`config.mk`:
```
export PLATFORM = sky130hd
export DESIGN_NAME = alu_rx_sequencer
export DESIGN_NICKNAME = d
export VERILOG_FILES = /design/src/rtl/alu_pkg.sv /design/src/rtl/alu_rx_sequencer_idle_timer.sv /design/src/rtl/alu_rx_sequencer.sv
export SDC_FILE = /design/constraint.sdc
export NUM_CORES = 1
export LEC_CHECK = 0
export ABC_CLOCK_PERIOD_IN_PS = 1500
export CORE_MARGIN = 5
export CORE_UTILIZATION = 40
export DETAILED_ROUTE_END_ITERATION = 10
export HOLD_SLACK_MARGIN = 0.1
export PLACE_DENSITY = 0.67
export SLEW_MARGIN = 20
export SYNTH_ARGS = -nofsm -noshare
export SYNTH_HDL_FRONTEND = slang
export SYNTH_SLANG_ARGS = --single-unit
```
`constraint.sdc`:
```
create_clock -name i_clk -period 1.5 [get_ports i_clk]
set_input_delay 0.225 -clock i_clk [delete_from_list [all_inputs] [get_ports i_clk]]
set_output_delay 0.225 -clock i_clk [all_outputs]
set_load 0.005 [all_outputs]
```
`src/rtl/alu_pkg.sv`:
```
// alu_pkg: shared state encodings, ALU opcode constants and default widths
package alu_pkg;
  localparam int N_BUS_DEF = 8;
  localparam int N_OP_DEF = 6;
  localparam logic [7:0] OP_ADD = 8'h20;
  localparam logic [7:0] OP_SUB = 8'h22;
  localparam logic [7:0] OP_AND = 8'h24;
  localparam logic [7:0] OP_OR  = 8'h25;
  localparam logic [7:0] OP_XOR = 8'h26;
  localparam logic [7:0] OP_SRA = 8'h03;
  localparam logic [7:0] OP_SRL = 8'h02;
  localparam logic [7:0] OP_NOR = 8'h27;
  typedef enum logic [2:0] {S_WAIT_A, S_WAIT_B, S_WAIT_OP, S_EXEC, S_SEND} state_t;
endpackage

```
`src/rtl/alu_rx_sequencer_idle_timer.sv`:
```
// idle_timer: counts enabled idle clocks, expire is high combinationally on the last allowed one
module idle_timer #(
  parameter int TIMEOUT_CYC = 1000000
) (
  input  logic clk,
  input  logic rst,
  input  logic clear,
  input  logic en,
  output logic expire
);
  localparam int W = TIMEOUT_CYC > 2 ? $clog2(TIMEOUT_CYC) : 1;
  logic [W-1:0] cnt;
  assign expire = en && cnt == W'(TIMEOUT_CYC - 1);
  always_ff @(posedge clk)
    cnt <= (rst || clear) ? '0 : en ? cnt + 1'b1 : cnt;
endmodule

```
`src/rtl/alu_rx_sequencer.sv`:
```
// alu_rx_sequencer: loads A, B, opcode from rx bytes into ALU operands and returns the ALU result byte to tx
module alu_rx_sequencer
  import alu_pkg::*;
#(
  parameter int N_BUS = N_BUS_DEF,
  parameter int N_OP = N_OP_DEF,
  parameter int TIMEOUT_CYC = 1000000
) (
  input  logic             i_clk,
  input  logic             i_reset,
  input  logic [7:0]       i_rx_data,
  input  logic             i_rx_valid,
  output logic [N_BUS-1:0] o_A,
  output logic [N_BUS-1:0] o_B,
  output logic [N_OP-1:0]  o_OP,
  input  logic [N_BUS-1:0] i_RES,
  output logic [7:0]       o_tx_data,
  output logic             o_tx_start,
  input  logic             i_tx_busy,
  output logic             o_busy,
  output logic             o_overrun,
  output logic             o_timeout
);
  state_t state, next;
  logic [N_BUS-1:0] res_q;
  logic expire;
  assign o_busy = state inside {S_EXEC, S_SEND};
  idle_timer #(.TIMEOUT_CYC(TIMEOUT_CYC)) u_idle_timer (
    .clk(i_clk),
    .rst(i_reset),
    .clear(next != state),
    .en(state inside {S_WAIT_B, S_WAIT_OP}),
    .expire(expire)
  );
  always_comb begin
    next = state;
    unique case (state)
      S_WAIT_A:  next = i_rx_valid ? S_WAIT_B : state;
      S_WAIT_B:  next = i_rx_valid ? S_WAIT_OP : expire ? S_WAIT_A : state;
      S_WAIT_OP: next = i_rx_valid ? S_EXEC : expire ? S_WAIT_A : state;
      S_EXEC:    next = S_SEND;
      S_SEND:    next = i_tx_busy ? state : S_WAIT_A;
      default:   next = S_WAIT_A;
    endcase
  end
  always_ff @(posedge i_clk)
    state <= i_reset ? S_WAIT_A : next;
  always_ff @(posedge i_clk) begin
    if (i_reset) begin
      o_A <= '0;
      o_B <= '0;
      o_OP <= '0;
      res_q <= '0;
      o_tx_data <= '0;
      o_tx_start <= 1'b0;
      o_overrun <= 1'b0;
      o_timeout <= 1'b0;
    end else begin
      o_tx_start <= state == S_SEND && !i_tx_busy;
      o_timeout <= expire && !i_rx_valid;
      if (state == S_WAIT_A && i_rx_valid) o_A <= i_rx_data[N_BUS-1:0];
      if (state == S_WAIT_B && i_rx_valid) o_B <= i_rx_data[N_BUS-1:0];
      if (state == S_WAIT_OP && i_rx_valid) o_OP <= i_rx_data[N_OP-1:0];
      if (state == S_EXEC) res_q <= i_RES;
      if (state == S_SEND && !i_tx_busy) o_tx_data <= 8'(res_q);
      if (o_busy && i_rx_valid) o_overrun <= 1'b1;
    end
  end
endmodule
```
==> results.py <==
metrics = {
    "detailed_routing": {
        "drtIter0Drc": 105,
        "num_vias": 2507,
        "wl_per_cell_um": 15.1,
        "ant_nets": 0,
        "drt-pass1-iter-count": 4,
        "vias_per_cell": 5.29,
        "routed_wl_um": 7140,
        "drc": 0,
    },
    "setup_path": {
        "crit_slowest_cell": "dfxtp_2",
        "worstPathCellList": "ha_4 -> and4b_1 -> buf_4 -> nand4_1 -> o21ai_4 -> buf_6 -> a22oi_1",
        "endpoint_kind": "flop",
        "crit_type": "flop to flop",
        "crit_path_max_incr_delay_ps": 360,
        "crit_path_start_kind": "flop",
        "cp.required_ps": 1720,
        "critPathMaxFanout": 7,
        "cp.buffers_inverters": 2,
        "arrival_ps": 1880,
        "cp_top_family": "simple AND/OR/NAND/NOR gates",
    },
    "placement": {
        "dp_hpwl_um": 4670,
        "gp_congestion": 0.879,
        "dp_cells": 450,
        "io_buffer_count": 53,
    },
    "global_routing": {
        "antenna_found_initial": 0,
        "globalRoute.totalOverflow": 0,
        "grt_pass1_vias": 2458,
        "grt.total_usage_pct": 17.3,
        "grt_pass1_wl_um": 11700,
        "grt_max_degree": 23,
    },
    "timing": {
        "worst_slew_pin_slew_ps": 355,
        "worst_slew_margin_rel_pct": 76.2,
        "period_minus_slack_ps": 1660,
        "final.setup.worst_slack_ps": -158,
        "finalSetupViolations": 23,
        "max_freq_mhz": 603,
        "finalCritPeriodShare_pct": 111,
        "hold_viol": 0,
        "drv_slew": 0,
        "fin_skew_ps": 7.24,
        "holdWs_ps": 418,
        "rsz0062_at_grt": "true",
    },
    "cells_and_area": {
        "final_util_pct": 63.0,
        "drive_gt1_share_pct": 28.5,
        "diodes": 0,
        "layoutNonFillerInstCount": 474,
        "final_nets": 413,
        "syn_to_final_growth_pct": 51.7,
    },
    "synthesis": {
        "synth_cell_type_count": 39,
        "yosysWarnings": 0,
        "synth_nets": 310,
        "synth_cells": 289,
        "synth_area_um2": 2650,
        "avgSynthCellArea_um2": 9.17,
        "synth-seq-cells": 64,
        "yosysSeqAreaShare_pct": 48.3,
    },
    "floorplan": {
        "die_h_um": 91.4,
        "die_area_um2": 8350,
        "start_util_pct": 41.5,
        "die_w_um": 91.4,
        "num_io_pins": 54,
        "core_area_um2": 6390,
        "rows": 29,
    },
    "clock_network": {
        "h-tree-depth": 3,
        "clk_latency_ps": 340,
        "cts_buffers": 9,
        "ctsHoldBuffers": 0,
        "clock-sinks": 64,
        "cts_buffer_depth": 2,
        "clock-root-buffer": "clkbuf_8",
        "cts.clk_slew.worst_paths_ps": 70,
        "cts_tree": "built",
    },
    "run_status": {
        "violations": "setup timing",
        "outcome": "finished, violations left",
    },
    "power": {
        "ir_drop_mv": 0.729,
        "p_leak_nw": 1.49,
        "powerDensity_nw_per_um2": 862,
    },
    "worst_hold_path": {
        "min_path_type": "primary input to flop",
    },
    "job": {
        "drv_cap": 0,
    },
}
-- metrics by stage --
stage | area (um^2) | total power (W) | setup TNS [ps] | setup slack (ps)
2_1_floorplan | 2650 | 0.00194 | -144 | -13.2
3_3_place_gp | 3600 | 0.00215 | -8240 | -278
3_5_place_dp | 3600 | 0.00215 | -10490 | -350
4_1_cts | 3890 | 0.00348 | -1600 | -134
5_1_grt | 4020 | 0.00362 | -4400 | -239
6_report | 4020 | 0.00346 | -2640 | -158
-- synth_stat cells --
master / count / share of area [%]
nor3b_1: 1 / 0.28
nand2b_1: 3 / 0.71
a22oi_1: 11 / 3.1
mux2i_1: 23 / 8.7
nand3_1: 6 / 1.1
nand2_1: 39 / 5.5
xnor2_1: 2 / 0.66
nand3_4: 1 / 0.66
o21ai_0: 6 / 1.1
and3_1: 2 / 0.47
or4_1: 6 / 1.7
or3_1: 5 / 1.2
inv_1: 5 / 0.71
and2_1: 2 / 0.47
a21oi_1: 27 / 5.1
nand4_1: 7 / 1.7
ha_1: 1 / 0.47
xor2_1: 7 / 2.3
o31ai_1: 6 / 1.7
nand4b_1: 1 / 0.33
and4b_1: 2 / 0.76
buf_6: 2 / 0.85
nor3_1: 2 / 0.38
nor3b_2: 1 / 0.47
a211o_1: 1 / 0.33
nand3b_1: 1 / 0.28
xor2_4: 1 / 1.0
a211oi_1: 1 / 0.28
o211ai_1: 1 / 0.28
and4_1: 2 / 0.66
nor4_1: 2 / 0.47
nor4b_1: 2 / 0.66
clkbuf_1: 8 / 1.1
buf_2: 6 / 1.1
o21ai_1: 1 / 0.19
dfxtp_1: 64 / 48
nor2b_1: 1 / 0.24
nor4bb_1: 1 / 0.38
nor2_1: 29 / 4.1
-- final cells by class --
class	count	area [um^2]
Fill cell	544	2370
Multi-Input combinational cell	205	1430
Sequential cell	64	1300
Timing Repair Buffer	107	1000
Clock buffer	9	124
Tap cell	77	96.3
Clock inverter	7	48.8
Inverter	5	18.8
-- tightest hold or removal path, stage by stage --
cell and delay, ps:
dlymetal6s2s_1 190, buf_4 180, nand2b_1 70, a211oi_1 60
-- state kept, by name, summed over array words and instances, names as in the netlist --
| signal | count |
|---|---|
| u_idle_timer.cnt | 20 |
| o_A | 8 |
| o_B | 8 |
| o_tx_data | 8 |
| res_q | 8 |
| o_OP | 6 |
| state | 3 |
| o_overrun | 1 |
| o_timeout | 1 |
| o_tx_start | 1 |
-- placed cells by master, fill, tap and decap left out, types with 9 or more instances in the layout --
| cell type | n |
|---|---|
| mux2i_1 | 23 |
| clkdlybuf4s50_1 | 50 |
| nor2_1 | 27 |
| dfxtp_1 | 56 |
| nand2_1 | 37 |
| a21oi_1 | 18 |
| buf_4 | 45 |
| a21oi_2 | 9 |
| clkbuf_8 | 9 |
-- logic make-up after synthesis --
logic type | Yosys count | share of synthesized area, %
xor gates and xnor gates | 10 | 4.01
buffers and inverters | 21 | 3.82
AOI/OAI and AO/OA | 54 | 12.1
muxes | 23 | 8.69
DFF | 64 | 48.3
and+or+nand+nor | 116 | 22.5
adders and majority gates | 1 | 0.472
-- worst paths after layout --
kind	from	end	slack, ps	cells after the start
setup / recovery	u_idle_timer.cnt[0]	u_idle_timer.cnt[18]	-160	7
setup reg to reg	u_idle_timer.cnt[0]	u_idle_timer.cnt[18]	-160	7
hold / removal	i_rx_valid	state[0]	420	4
hold reg to reg	o_A[2]	o_A[2]	450	2
-- layer usage --
metal  global-route usage [%]  vias up  share of wire, %
met3                     5.70       11               6.8
met5                        0        -                 0
met4                     7.70        0               1.5
met2                     28.3       69                50
li1                         -     1238                 -
met1                     20.6     1189                42
-- report_power, final --
group / internal [W] / switching, W / leakage, nW
combinational: 0.000218 / 0.000183 / 0.890
clock: 0.000594 / 0.000716 / 0.0772
sequential: 0.00173 / 0.0000233 / 0.522
total: 0.00254 / 0.000923 / 1.49
-- repair_timing --
action | 4_1_cts | 5_1_grt
gates resized for setup | 29 | 30
pin swaps | 10 | 5
buffers inserted | 5 | 1
setup endpoints to repair | 22 | 34
cloned | 2 | 0
No activity file was read; power rests on OpenSTA's default activity.
